--- config.mk ---
export PLATFORM = sky130hd
export DESIGN_NAME = dcache_param
export DESIGN_NICKNAME = d
export VERILOG_FILES = /design/src/rtl/dcache_pkg.sv /design/src/rtl/dcache_store.sv /design/src/rtl/dcache_param.sv
export SDC_FILE = /design/constraint.sdc
export NUM_CORES = 1
export LEC_CHECK = 0
export BUFFER_PORTS_ARGS = -buffer_cell sky130_fd_sc_hd__buf_2
export CORE_AREA = 4 4 167 169
export CTS_BUF_LIST = sky130_fd_sc_hd__clkbuf_4 sky130_fd_sc_hd__clkbuf_8
export DETAILED_ROUTE_END_ITERATION = 12
export DIE_AREA = 0 0 171 173
export PLACE_DENSITY = 0.84
export SYNTH_ARGS = -nofsm -noshare
export SYNTH_HDL_FRONTEND = slang
export SYNTH_SLANG_ARGS = --single-unit
--- constraint.sdc ---
create_clock -name CLK -period 4.1 [get_ports CLK]
set_clock_uncertainty 0.1 [all_clocks]
set_input_delay 0.82 -clock CLK [delete_from_list [all_inputs] [get_ports CLK]]
set_output_delay 0.82 -clock CLK [all_outputs]
set_load 0.02 [all_outputs]
--- src/rtl/dcache_pkg.sv ---
// Shared types and geometry helpers for the parametrised direct-mapped data cache.
// Widths of the address fields are derived here so top and store agree on them.
package dcache_pkg;

  typedef enum logic [1:0] {
    ST_IDLE      = 2'd0,
    ST_WRITEBACK = 2'd1,
    ST_FETCH     = 2'd2,
    ST_UPDATE    = 2'd3
  } state_e;

  function automatic int clog2(input int value);
    int w;
    w = 0;
    while ((1 << w) < value) w++;
    return w;
  endfunction

  function automatic bit isPow2(input int value);
    return (value >= 2) && ((value & (value - 1)) == 0);
  endfunction

  function automatic int tagWidth(input int addrW, input int wordsPerBlock, input int numSets);
    return addrW - clog2(wordsPerBlock) - clog2(numSets);
  endfunction

endpackage

--- src/rtl/dcache_store.sv ---
// Line storage for the cache: data, tag, valid and dirty arrays sharing one index.
// Data and tag arrays carry no reset; only valid/dirty are cleared asynchronously.
module dcache_store
  import dcache_pkg::*;
#(
  parameter int DATA_W          = 8,
  parameter int WORDS_PER_BLOCK = 4,
  parameter int NUM_SETS        = 8,
  parameter int TAG_W           = 3,
  localparam int OFFSET_W       = clog2(WORDS_PER_BLOCK),
  localparam int INDEX_W        = clog2(NUM_SETS)
) (
  input  logic                                      i_clk,
  input  logic                                      i_rst_n,
  input  logic [INDEX_W-1:0]                        i_index,
  input  logic [OFFSET_W-1:0]                       i_offset,
  input  logic                                      i_word_we,
  input  logic [DATA_W-1:0]                         i_word_data,
  input  logic                                      i_line_we,
  input  logic [WORDS_PER_BLOCK-1:0][DATA_W-1:0]    i_line_data,
  input  logic [TAG_W-1:0]                          i_line_tag,
  output logic [WORDS_PER_BLOCK-1:0][DATA_W-1:0]    o_line,
  output logic [TAG_W-1:0]                          o_tag,
  output logic                                      o_valid,
  output logic                                      o_dirty
);

  logic [WORDS_PER_BLOCK-1:0][DATA_W-1:0] r_data [NUM_SETS];
  logic [TAG_W-1:0]                       r_tag  [NUM_SETS];
  logic [NUM_SETS-1:0]                    r_valid;
  logic [NUM_SETS-1:0]                    r_dirty;

  // A refill replaces the whole line; otherwise a store patches one word.
  always_ff @(posedge i_clk) begin
    if (i_line_we) begin
      r_data[i_index] <= i_line_data;
      r_tag[i_index]  <= i_line_tag;
    end else if (i_word_we) begin
      r_data[i_index][i_offset] <= i_word_data;
    end
  end

  always_ff @(posedge i_clk or negedge i_rst_n) begin
    if (!i_rst_n) begin
      r_valid <= '0;
      r_dirty <= '0;
    end else if (i_line_we) begin
      r_valid[i_index] <= 1'b1;
      r_dirty[i_index] <= 1'b0;
    end else if (i_word_we) begin
      r_dirty[i_index] <= 1'b1;
    end
  end

  assign o_line  = r_data[i_index];
  assign o_tag   = r_tag[i_index];
  assign o_valid = r_valid[i_index];
  assign o_dirty = r_dirty[i_index];

endmodule

--- src/rtl/dcache_param.sv ---
// Direct-mapped write-back, write-allocate data cache between the CPU data port and
// a block-wide memory, with saturating hit/miss counters.
module dcache_param
  import dcache_pkg::*;
#(
  parameter int ADDR_W          = 8,
  parameter int DATA_W          = 8,
  parameter int WORDS_PER_BLOCK = 4,
  parameter int NUM_SETS        = 8,
  parameter int CNT_W           = 16,
  localparam int OFFSET_W       = clog2(WORDS_PER_BLOCK),
  localparam int INDEX_W        = clog2(NUM_SETS),
  localparam int TAG_W          = tagWidth(ADDR_W, WORDS_PER_BLOCK, NUM_SETS),
  localparam int BLOCK_W        = DATA_W * WORDS_PER_BLOCK
) (
  input  logic                       CLK,
  input  logic                       RESET,
  input  logic                       READ,
  input  logic                       WRITE,
  input  logic [ADDR_W-1:0]          ADDRESS,
  input  logic [DATA_W-1:0]          WRITEDATA,
  output logic [DATA_W-1:0]          READDATA,
  output logic                       BUSYWAIT,
  output logic                       MEM_READ,
  output logic                       MEM_WRITE,
  output logic [ADDR_W-OFFSET_W-1:0] MEM_ADDRESS,
  output logic [BLOCK_W-1:0]         MEM_WRITEDATA,
  input  logic [BLOCK_W-1:0]         MEM_READDATA,
  input  logic                       MEM_BUSYWAIT,
  output logic [CNT_W-1:0]           HIT_COUNT,
  output logic [CNT_W-1:0]           MISS_COUNT
);

  if (TAG_W < 1 || !isPow2(WORDS_PER_BLOCK) || !isPow2(NUM_SETS)) begin : g_bad_geometry
    $error("dcache_param: invalid cache geometry");
  end

  state_e                                 r_state;
  logic                                   r_first;
  logic                                   r_refill;
  logic                                   r_mem_read;
  logic                                   r_mem_write;
  logic [CNT_W-1:0]                       r_hit_cnt;
  logic [CNT_W-1:0]                       r_miss_cnt;

  logic [TAG_W-1:0]                       w_tag;
  logic [INDEX_W-1:0]                     w_index;
  logic [OFFSET_W-1:0]                    w_offset;
  logic [WORDS_PER_BLOCK-1:0][DATA_W-1:0] w_line;
  logic [TAG_W-1:0]                       w_stored_tag;
  logic                                   w_valid;
  logic                                   w_dirty;
  logic                                   w_in_idle;
  logic                                   w_req;
  logic                                   w_hit;
  logic                                   w_word_we;
  logic                                   w_line_we;
  logic                                   w_done;

  assign w_tag     = ADDRESS[ADDR_W-1 -: TAG_W];
  assign w_index   = ADDRESS[OFFSET_W +: INDEX_W];
  assign w_offset  = ADDRESS[OFFSET_W-1:0];
  assign w_in_idle = (r_state == ST_IDLE);
  assign w_req     = READ | WRITE;
  assign w_hit     = w_in_idle & w_valid & (w_stored_tag == w_tag);
  assign w_word_we = w_hit & WRITE;
  assign w_line_we = (r_state == ST_UPDATE);
  // Memory handshake is only trusted from the second cycle of a memory state.
  assign w_done    = ~r_first & ~MEM_BUSYWAIT;

  dcache_store #(
    .DATA_W          (DATA_W),
    .WORDS_PER_BLOCK (WORDS_PER_BLOCK),
    .NUM_SETS        (NUM_SETS),
    .TAG_W           (TAG_W)
  ) u_store (
    .i_clk       (CLK),
    .i_rst_n     (RESET),
    .i_index     (w_index),
    .i_offset    (w_offset),
    .i_word_we   (w_word_we),
    .i_word_data (WRITEDATA),
    .i_line_we   (w_line_we),
    .i_line_data (MEM_READDATA),
    .i_line_tag  (w_tag),
    .o_line      (w_line),
    .o_tag       (w_stored_tag),
    .o_valid     (w_valid),
    .o_dirty     (w_dirty)
  );

  // A refilled access finishes as a hit in IDLE but is counted only as a miss.
  always_ff @(posedge CLK or negedge RESET) begin
    if (!RESET) begin
      r_state     <= ST_IDLE;
      r_first     <= 1'b0;
      r_refill    <= 1'b0;
      r_mem_read  <= 1'b0;
      r_mem_write <= 1'b0;
      r_hit_cnt   <= '0;
      r_miss_cnt  <= '0;
    end else begin
      case (r_state)
        ST_IDLE: begin
          if (w_req) begin
            if (w_hit) begin
              if (r_refill) r_refill <= 1'b0;
              else if (r_hit_cnt != '1) r_hit_cnt <= r_hit_cnt + 1'b1;
            end else begin
              if (r_miss_cnt != '1) r_miss_cnt <= r_miss_cnt + 1'b1;
              r_first <= 1'b1;
              if (w_dirty) begin
                r_state     <= ST_WRITEBACK;
                r_mem_write <= 1'b1;
              end else begin
                r_state    <= ST_FETCH;
                r_mem_read <= 1'b1;
              end
            end
          end
        end
        ST_WRITEBACK: begin
          r_first <= 1'b0;
          if (w_done) begin
            r_state     <= ST_FETCH;
            r_mem_write <= 1'b0;
            r_mem_read  <= 1'b1;
            r_first     <= 1'b1;
          end
        end
        ST_FETCH: begin
          r_first <= 1'b0;
          if (w_done) begin
            r_state    <= ST_UPDATE;
            r_mem_read <= 1'b0;
          end
        end
        ST_UPDATE: begin
          r_refill <= 1'b1;
          r_state  <= ST_IDLE;
        end
      endcase
    end
  end

  assign BUSYWAIT      = w_in_idle ? (w_req & ~w_hit) : 1'b1;
  assign READDATA      = w_line[w_offset];
  assign MEM_READ      = r_mem_read;
  assign MEM_WRITE     = r_mem_write;
  assign MEM_ADDRESS   = (r_state == ST_WRITEBACK) ? {w_stored_tag, w_index} : {w_tag, w_index};
  assign MEM_WRITEDATA = w_line;
  assign HIT_COUNT     = r_hit_cnt;
  assign MISS_COUNT    = r_miss_cnt;

endmodule

==> results of run 1 <==
[cells by family (layout without fill, tap and decap cells)]
kind of cell | Yosys count | count (layout) | share of synthesized area
AO/OA/AOI/OAI | 113 | 113 | 0.0554
other | 0 | 1 | 0
AND/OR/NAND/NOR | 236 | 236 | 0.0851
adder cells (fa/ha/maj) | 6 | 6 | 0.00525
buffers and inverters | 67 | 299 | 0.0233
XOR/XNOR | 29 | 29 | 0.0177
flip-flops | 334 | 334 | 0.682
multiplexers | 133 | 133 | 0.131
[worst register-to-register path, delay by kind of cell (launching register included)]
kind / cells / cell delay [ns]
AO/OA/AOI/OAI: 2 / 0.39
buffers and inverters: 1 / 0.23
flip-flops: 1 / 0.37
multiplexers: 2 / 0.65
AND/OR/NAND/NOR: 3 / 0.85
[report_power, final]
group	internal (mW)	leakage (nW)	switching (mW)
logic	0.497	2.49	0.831
registers	3.93	3.21	0.130
clock network	1.48	0.537	1.25
[registers in the layout (all words and copies together) (netlist names), named ones only]
signal / flops
r_state: 2
MEM_WRITE: 1
r_first: 1
r_refill: 1
MEM_READ: 1
HIT_COUNT: 16
u_store.r_tag: 24
MISS_COUNT: 16
u_store.r_data: 256
u_store.r_valid: 8
[layer usage]
| metal | up-vias | wire (microns) | part of all wire |
|---|---|---|---|
| met3 | 103 | 3280 | 0.093 |
| met4 | 0 | 1520 | 0.043 |
| li1 | 3930 | - | - |
| met5 | - | 0 | 0 |
| met1 | 4442 | 13600 | 0.39 |
| met2 | 511 | 16800 | 0.48 |
[timing repair]
item	CTS	global route
hold buffers	1	0
hold endpoints to repair	8	0
endpoints found under the setup margin	0	0
[layout by cell type (no fill, tap or decap), types with 6 or more instances in the layout]
cell      count
o21ai_0      23
buf_4        55
nand4_1      10
and2_1        6
nor3_1        7
edfxtp_1    280
inv_1        18
xnor2_1      15
nand2b_1     17
clkbuf_8     53
nor2_1       79
clkbuf_4     16
a22o_1       12
o22ai_1       8
nand2_1      49
nand3_1      18
a221o_1      14
ha_1          6
mux2_2       43
clkinv_1     12
nor2_2        8
mux4_2       39
xor2_1       14
and3_1        6
mux2i_1      46
a22oi_1      11
dfrtp_1      54
a21oi_1      21
buf_2       130
[worst max-delay path by stage]
stage	start	cells after the start	end	slack, ns
2_1_floorplan	ADDRESS[3]	8	READDATA[5]	0.31
3_3_place_gp	ADDRESS[4]	9	READDATA[2]	0.24
3_5_place_dp	ADDRESS[4]	9	READDATA[2]	0.13
4_1_cts	ADDRESS[4]	9	READDATA[2]	0.15
5_1_grt	ADDRESS[4]	9	READDATA[2]	0.06
6_report	ADDRESS[4]	9	READDATA[2]	0.08
[cell type report]
class / count / area [sq um]
sequential: 334 / 9760
clock buffer: 69 / 850
inverter: 18 / 67.6
antenna: 1 / 2.50
multi-input combinational: 517 / 4220
tap: 341 / 427
clock inverter: 22 / 163
timing repair buffer: 190 / 1150
fill: 1892 / 9930
==> results_dict.tcl, run 1 <==
set metrics [dict create \
    outcome "finished, final reports clean" \
    yosysTopAreaCell "edfxtp_1" \
    viasPerCell 6.02 \
    synth_seq_area_share 0.682 \
    yosys-top-cells-count "edfxtp_1 (280), nor2_1 (79), dfrtp_1 (54), nand2_1 (49), mux2i_1 (46)" \
    die_w_microns 171 \
    total_power_mw 8.11 \
    ys_ff_latch 334 \
    ir_drop_mv 0.343 \
    cts_tree "done" \
    min_to "u_store.r_valid[5]$_DFFE_PN0P_" \
    met2_usage 0.375 \
    hold_ws_ns 0.372 \
    drive_above_1_share 0.330 \
    post-synth-top-count-cell "edfxtp_1" \
    required_ns 3.18 \
    vias 8986 \
    syn_to_final_growth_pct 16.3 \
    antenna_found_initial 1 \
    num_rows 60 \
    async_flop_share 0.162 \
    grt_pass1_vias 9072 \
    r2r_start "u_store.r_tag[6][1]$_DFFE_PP_" \
    cts_resized 0 \
    clockBufferDepth 3 \
    synth_edf_count 280 \
    num-nets-final 1171 \
    utilization 0.626 \
    post_cts_buffers 0 \
    hpwl_microns 24800 \
    crit_chain "buf_4 -> buf_12 -> mux2i_1 -> nor2_1 -> a21oi_1 -> nor2_1 -> a221o_1 -> mux4_2 -> buf_2" \
    wire_per_inst_microns 23.6 \
    grt_max_degree 47 \
    grt.busiest_layer "met2" \
    fin_crit_ns 4.02 \
    avgSynthCellArea_sq_um 15.6 \
    final_cells 1492 \
    synth_area_sq_mm 0.0143 \
    setup_tns_ns 0 \
    ys_types 66 \
    globalRouteMet1Util 0.322 \
    grtUsageTotal 0.237 \
    chipHeight_microns 173 \
    worst-r2r-cell-count 8 \
    r2r_slack_ns 1.24 \
    reg2reg_to "u_store.r_data[3][28]$_DFFE_PP_" \
    grt_pass1_wl_microns 53100 \
    cts_htree_levels 2 \
    dr.pass1.iters 5 \
    cp_slowest_cell "mux4_2" \
    synth_ff_type "edfxtp_1" \
    use_met3 0.0521 \
    layout_setup_ws_ns 0.0780 \
    powerDensity_mw_per_mm2 488 \
    path_buf_inv 3 \
    synth_area_leaders "edfxtp_1 (59%), dfrtp_1 (9.4%), mux4_2 (6.1%)" \
    place.gp.congestion 0.835 \
    hold_path.startpoint "u_store.r_valid[5]$_DFFE_PN0P_" \
    routed_wl_microns 35200 \
    grt_setup_unrepaired "false" \
    fmax_ghz 0.249 \
    hold_viol_final 0 \
    clkSlewWorstSetupHoldPaths_ns 0.07 \
    post-route-drc-count 0 \
    hold_path.class "reg -> reg" \
    slew_viol_final 0 \
    dieArea_sq_mm 0.0296 \
    clock_latency_ns 0.59 \
    cp.arrival_ns 3.10 \
    syn_inst 918 \
    place_inst 1399 \
    ios 134 \
    pre_cts_ws_ns 0.130 \
    drt_first_iter_violations 1034 \
    finalCritPeriodShare 0.981 \
    setup.worst_path.class "in -> out" \
    yosysTopAreaCellShare 0.587 \
    p_leak_nw 6.23 \
    setup_violations 0 \
    relSlewSlack 0.444 \
    crit_family "buffers and inverters" \
    numCtsBuffers 51 \
    io_buffers 133 \
    worst_pin_slew_ns 0.831 \
    grt_overflow 0 \
    start_kind "input port" \
    cp_max_fo 31 \
    core_sq_mm 0.0266 \
    initial_utilization 0.539 \
    placed_area_sq_mm 0.0156 \
    synth.net_count 977 \
    clock-sinks 334 \
    ant_nets 0 \
    cap_violations 0 \
    crit_path_end_kind "output pin" \
    clock-root-buffer "clkbuf_8" \
    postLayoutCellArea_sq_mm 0.0166 \
    whs_path_depth 1 \
    crit_top_cell "nor2_1" \
    yosys_warnings 0 \
    cp_slowest_stage_delay_ns 0.55 \
]
Power figures use the tool's default switching activity.
==> inputs of run 2 (changes only) <==
--- a/config.mk
+++ b/config.mk
@@ -5,12 +5,14 @@
 export SDC_FILE = /design/constraint.sdc
 export NUM_CORES = 1
 export LEC_CHECK = 0
+export ABC_CLOCK_PERIOD_IN_PS = 4100
 export BUFFER_PORTS_ARGS = -buffer_cell sky130_fd_sc_hd__buf_2
-export CORE_AREA = 4 4 167 169
+export CORE_AREA = 4 4 119 235
 export CTS_BUF_LIST = sky130_fd_sc_hd__clkbuf_4 sky130_fd_sc_hd__clkbuf_8
 export DETAILED_ROUTE_END_ITERATION = 12
-export DIE_AREA = 0 0 171 173
+export DIE_AREA = 0 0 123 239
 export PLACE_DENSITY = 0.84
 export SYNTH_ARGS = -nofsm -noshare
 export SYNTH_HDL_FRONTEND = slang
+export SYNTH_HIERARCHICAL = 1
 export SYNTH_SLANG_ARGS = --single-unit
==> run 2 against run 1 <==
- synthesized cell count decreased by 8.0%
- critical endpoint is now READDATA[6]
- design area decreased by 1.4%
- largest power group unchanged
- register-to-register slack got worse by 0.51 ns
- cell count decreased by 5.4%
- flip-flop and latch count unchanged
==> results_dict.tcl, run 2 <==
set metrics [dict create \
    outcome "finished, final reports clean" \
    final_cells 1412 \
    cp_num_cells 7 \
    ys_types 57 \
    largest_reg_flops 256 \
    io_buffers 133 \
    switchingPower_mw 1.98 \
    slew_viol_final 0 \
    routed_wl_microns 35000 \
    cp_max_fo 25 \
    drive_above_1_share 0.375 \
    post-route-drc-count 0 \
    initial_utilization 0.543 \
    relSlewSlack 0.315 \
    cap_violations 0 \
    yosysTopAreaCell "edfxtp_1" \
    hpwl_microns 24800 \
    drt_first_iter_violations 843 \
    num-nets-final 1095 \
    setup_violations 0 \
    powerDensity_mw_per_mm2 460 \
    antenna_found_initial 1 \
    power_frac_clock 0.324 \
    dr.pass1.iters 5 \
    layout_common_cells "edfxtp_1 (280), nand2_1 (135), buf_2 (132)" \
    synth_mux_area_frac 0.163 \
    r2r_start "u_store/r_tag[3][0]$_DFFE_PP_" \
    hold_path.class "in -> async" \
    hold_viol_final 0 \
    grt_setup_unrepaired "false" \
    place.gp.congestion 0.894 \
    cts_htree_levels 2 \
    yosys-top-cells-count "edfxtp_1 (280), nand2_1 (135), mux4_2 (80), dfrtp_1 (54), nor2_1 (54)" \
    synth.net_count 904 \
    grtUsageTotal 0.245 \
    total_power_mw 7.55 \
    avgSynthCellArea_sq_um 16.8 \
    setup.worst_path.class "in -> out" \
    crit_family "multiplexers" \
    clock-root-buffer "clkbuf_8" \
    cp.arrival_ns 2.96 \
    fill_cells 1843 \
    p_int_mw 5.57 \
    synth_edf_count 280 \
    cp_slowest_cell "mux4_2" \
    ys_ff_latch 334 \
    synth_compound_area_frac 0.0191 \
    utilization 0.627 \
    worst_pin_slew_ns 1.02 \
    num_rows 84 \
    grt_max_degree 62 \
    fin_crit_ns 3.88 \
    cp-endpoint "READDATA[6]" \
    regMostFlops "u_store/r_data" \
    synth_seq_area_share 0.687 \
    swShare 0.262 \
    synth_area_sq_mm 0.0142 \
    synth_area_leaders "edfxtp_1 (59%), mux4_2 (13%), dfrtp_1 (9.5%)" \
    numCtsBuffers 43 \
    synth-xor-area-share 0.0190 \
    reg2reg_to "u_store/r_data[2][28]$_DFFE_PP_" \
    cts_tree "done" \
    cp_slowest_stage_delay_ns 0.56 \
    place_inst 1335 \
    synthAdderAreaFrac 0.00528 \
    p_leak_nw 6.17 \
    yosysTopAreaCellShare 0.591 \
    critPathLaunch "ADDRESS[2]" \
    crit_path_end_kind "output pin" \
    clkSlewWorstSetupHoldPaths_ns 0.07 \
    synth_top_family_by_area "multiplexers" \
    seqPwrFrac 0.527 \
    setup_tns_ns 0 \
    combPwrFrac 0.149 \
    hold_ws_ns 0.147 \
    synth_ff_type "edfxtp_1" \
    ios 134 \
    required_ns 3.18 \
    dieArea_sq_mm 0.0294 \
    synthSimpleGateAreaFrac 0.0888 \
    reg.largest.list "u_store/r_data: 256 flops, u_store/r_tag: 24 flops" \
    clock-sinks 334 \
    clock_latency_ns 0.58 \
    clockBufferDepth 3 \
    postLayoutCellArea_sq_mm 0.0164 \
    syn_to_final_growth_pct 15.5 \
    start_kind "input port" \
    vias 8578 \
    r2r_slack_ns 0.73 \
    crit_chain "buf_4 -> buf_6 -> mux4_2 -> nand2_1 -> nand2_1 -> mux4_2 -> buf_2" \
    syn_inst 845 \
    async_flop_share 0.162 \
    post-synth-top-count-cell "edfxtp_1" \
    chipHeight_microns 239 \
    core_sq_mm 0.0262 \
    final_common_cell "edfxtp_1" \
    path_buf_inv 3 \
    ant_nets 0 \
    yosys_warnings 6 \
    grt_overflow 0 \
    grt_pass1_wl_microns 52400 \
    layout_setup_ws_ns 0.217 \
    grt_pass1_vias 8673 \
    finalCritPeriodShare 0.947 \
    ir_drop_mv 0.358 \
    wire_per_inst_microns 24.8 \
    die_w_microns 123 \
    placed_area_sq_mm 0.0155 \
    worst-r2r-cell-count 8 \
    post_cts_buffers 0 \
    pre_cts_ws_ns 0.0766 \
    viasPerCell 6.08 \
    fmax_ghz 0.258 \
]
-- run 2: power by group through the flow --
stage / clock network [mW] / registers, mW / logic (mW)
floorplan: 0 / 4.06 / 0.679
global placement: 0 / 4.03 / 1.09
detailed placement: 0 / 4.05 / 1.12
CTS: 2.49 / 3.98 / 1.13
global route: 2.65 / 3.99 / 1.21
finish: 2.44 / 3.98 / 1.12
-- run 2: kinds of logic (layout without fill, tap and decap cells) --
logic type	count (synthesis)	count (layout)
other	0	1
multiplexers	123	123
buffers and inverters	53	275
AO/OA/AOI/OAI	34	34
adder cells (fa/ha/maj)	6	6
XOR/XNOR	30	30
AND/OR/NAND/NOR	265	265
flip-flops	334	334
-- run 2: cell type report --
class                           instances  area (sq um)  area share
Multi-Input combinational cell        458          4190       0.255
Timing Repair Buffer                  187          1130      0.0687
Tap cell                              344           430      0.0262
Inverter                               12          45.0     0.00274
Sequential cell                       334          9760       0.595
Clock buffer                           56           702      0.0428
Clock inverter                         20           155     0.00945
Antenna cell                            1          2.50    0.000152
-- run 2: worst min-delay path by stage --
stage | from | endpoint | slack, ns | cells past startpoint
4_1_cts | RESET | asynchronous set/reset pin | 0.13 | 1
6_report | RESET | MISS_COUNT[0]$_DFFE_PN0P_ | 0.15 | 1
3_5_place_dp | u_store/r_valid[5]$_DFFE_PN0P_ | u_store/r_valid[5]$_DFFE_PN0P_ | 0.36 | 1
2_1_floorplan | u_store/r_valid[4]$_DFFE_PN0P_ | u_store/r_valid[4]$_DFFE_PN0P_ | 0.33 | 1
3_3_place_gp | u_store/r_valid[4]$_DFFE_PN0P_ | u_store/r_valid[4]$_DFFE_PN0P_ | 0.35 | 1
5_1_grt | RESET | u_store/r_valid[2]$_DFFE_PN0P_ | 0.16 | 1
-- run 2: repair_timing --
item | in CTS | in global routing
gates resized for setup | 0 | 1
endpoints found under the hold margin | 0 | 0
hold buffers | 0 | 0
endpoints found under the setup margin | 0 | 5
-- run 2: per-layer routing --
layer	vias to the layer above	track usage	wire length, microns
met5	-	0	0
met4	0	0.136	2210
met3	112	0.0436	3090
met2	526	0.428	18400
met1	4315	0.281	11200
li1	3625	-	-
==> inputs of run 3 (changes only) <==
--- a/config.mk
+++ b/config.mk
@@ -5,13 +5,13 @@
 export SDC_FILE = /design/constraint.sdc
 export NUM_CORES = 1
 export LEC_CHECK = 0
-export ABC_CLOCK_PERIOD_IN_PS = 4100
+export ABC_CLOCK_PERIOD_IN_PS = 3340
 export BUFFER_PORTS_ARGS = -buffer_cell sky130_fd_sc_hd__buf_2
 export CORE_AREA = 4 4 119 235
 export CTS_BUF_LIST = sky130_fd_sc_hd__clkbuf_4 sky130_fd_sc_hd__clkbuf_8
 export DETAILED_ROUTE_END_ITERATION = 12
 export DIE_AREA = 0 0 123 239
-export PLACE_DENSITY = 0.84
+export PLACE_DENSITY = 0.87
 export SYNTH_ARGS = -nofsm -noshare
 export SYNTH_HDL_FRONTEND = slang
 export SYNTH_HIERARCHICAL = 1
==> constraint.sdc (replaced) <==
create_clock -name CLK -period 3.34 [get_ports CLK]
set_clock_uncertainty 0.1 [all_clocks]
set_input_delay 0.668 -clock CLK [delete_from_list [all_inputs] [get_ports CLK]]
set_output_delay 0.668 -clock CLK [all_outputs]
set_load 0.02 [all_outputs]
==> run 3 against run 2 <==
- the flow now finishes with violations (setup timing)
- setup slack worse by 0.25 ns
- sequential share of layout area fell by 3.1 points
- first-iteration DRC count up 11%
- via count increased by 4.1%
- register-to-register slack worse by 0.65 ns
- die area unchanged
- hold slack improved by 0.20 ns
- design area is 5.6% higher
- routed wire length grew 11%
- clock-buffer cell count grew 2
- sequential power rose by 23%
- clock power grew 21%
==> results_dict.tcl, run 3 (synthesis results as in run 2) <==
set metrics [dict create \
    relSlewSlack 0.401 \
    cp_num_cells 9 \
    path_buf_inv 5 \
    final_common_cell "edfxtp_1" \
    clock_latency_ns 0.57 \
    ant_nets 0 \
    reg.largest.list "u_store/r_data: 256 flops, u_store/r_tag: 24 flops" \
    multi_input_area_sq_mm 0.00450 \
    ios 134 \
    grt.busiest_layer "met2" \
    num_rows 84 \
    cap_violations 0 \
    setup_tns_ns -0.0295 \
    core_sq_mm 0.0262 \
    post-route-drc-count 0 \
    cp_slowest_stage_delay_ns 0.55 \
    hold_path.startpoint "ADDRESS[5]" \
    violations "setup timing" \
    grt_pass1_wl_microns 56000 \
    required_ns 2.57 \
    grt_overflow 0 \
    numCtsBuffers 45 \
    clkSlewWorstSetupHoldPaths_ns 0.07 \
    outcome "finished, violations left" \
    drt_first_iter_violations 932 \
    grt_max_degree 43 \
    min_to "u_store/r_tag[2][0]$_DFFE_PP_" \
    met2_usage 0.468 \
    viasPerCell 6.16 \
    worst-r2r-cell-count 8 \
    setup_violations 1 \
    use_met3 0.0552 \
    clock-sinks 334 \
    globalRouteMet1Util 0.280 \
    fin_crit_ns 3.37 \
    setup.worst_path.class "in -> out" \
    whs_path_depth 1 \
    syn_to_final_growth_pct 21.9 \
    r2r_start "u_store/r_tag[5][2]$_DFFE_PP_" \
    p_leak_nw 6.52 \
    slew_viol_final 0 \
    cp_max_fo 8 \
    routed_wl_microns 38700 \
    initial_utilization 0.543 \
    cts_tree "done" \
    drive_above_1_share 0.448 \
    crit_chain "buf_12 -> buf_12 -> buf_16 -> buf_12 -> mux4_2 -> nand2_1 -> nand2_1 -> mux4_2 -> buf_6" \
    die_w_microns 123 \
    place.gp.congestion 0.855 \
    cp.arrival_ns 2.60 \
    fill_cells 1668 \
    worst_pin_slew_ns 0.895 \
    total_power_mw 9.48 \
    wire_per_inst_microns 26.7 \
    grtUsageTotal 0.262 \
    clock-root-buffer "clkbuf_8" \
    clockBufferDepth 3 \
    r2r_slack_ns 0.08 \
    fmax_ghz 0.297 \
    largest_reg_flops 256 \
    powerDensity_mw_per_mm2 547 \
    antenna_found_initial 1 \
    ff_latch_area_sq_mm 0.00976 \
    crit_path_end_kind "output pin" \
    chipHeight_microns 239 \
    regMostFlops "u_store/r_data" \
    hpwl_microns 25600 \
    layout_common_cells "edfxtp_1 (280), buf_2 (126), nand2_1 (107)" \
    start_kind "input port" \
    hold_path.class "in -> reg" \
    io_buffers 133 \
    cts_htree_levels 2 \
    utilization 0.662 \
    grt_pass1_vias 9225 \
    num-nets-final 1138 \
    grt_setup_unrepaired "true" \
    vias 8931 \
    hold_ws_ns 0.345 \
    cp_slowest_cell "mux4_2" \
    reg2reg_to "u_store/r_data[7][6]$_DFFE_PP_" \
    ir_drop_mv 0.633 \
    crit_family "multiplexers" \
    hold_viol_final 0 \
    layout_setup_ws_ns -0.0295 \
    dieArea_sq_mm 0.0294 \
    dr.pass1.iters 5 \
    crit_top_cell "buf_12" \
    finalCritPeriodShare 1.01 \
]
==> run 3: changes by cell type in the layout (fill, tap and decap cells not counted), sizes merged <==
cell,delta
bufinv,-1
buf,+39
clkinv,-6
clkbuf,+3
clkinvlp,+1
dlygate4sd3,+1
==> run 3: worst max path at each step <==
stage                     startpoint                              end
after floorplan           ADDRESS[2]  u_store/r_data[0][24]$_DFFE_PP_
after global placement    ADDRESS[2]   u_store/r_data[7][1]$_DFFE_PP_
after detailed placement  ADDRESS[2]  u_store/r_data[1][22]$_DFFE_PP_
after CTS                 ADDRESS[2]                      READDATA[4]
after global routing      ADDRESS[2]                      READDATA[7]
final                     ADDRESS[2]                      READDATA[7]
==> run 3: cell type report <==
cell class,instances,area share
flip-flops and latches,334,0.563
multi-input cells,458,0.260
repair buffers,228,0.101
clock buffers,58,0.0425
well taps,344,0.0248
clock inverters,14,0.00578
inverters,12,0.00260
diodes,1,0.000144
==> run 3: routing by layer <==
metal | part of all wire | vias up
li1 | - | 3708
met3 | 0.084 | 145
met2 | 0.54 | 579
met4 | 0.072 | 0
met1 | 0.31 | 4499
met5 | 0 | -
==> run 3: power by group <==
part	switching (mW)	leakage, nW	internal (mW)
Sequential	0.139	3.22	4.75
Combinational	0.935	2.87	0.699
Clock	1.45	0.433	1.51
==> run 3: timing repair <==
action	in CTS	in global routing
hold endpoints to repair	12	0
setup buffers	3	8
resized for setup	26	43
pin swaps	1	6
hold buffers	1	0
setup endpoints to repair	8	9
gates cloned	3	1
==> run 3: stage by stage <==
stage	setup WS [ns]	instances	cell area, sq um
finish	-0.0295	1449	17300
global route	-0.0516	1449	17300
CTS	0.00531	1440	17100
detailed placement	-0.296	1361	16100
global placement	-0.206	1361	16100
floorplan	-0.158	845	14500
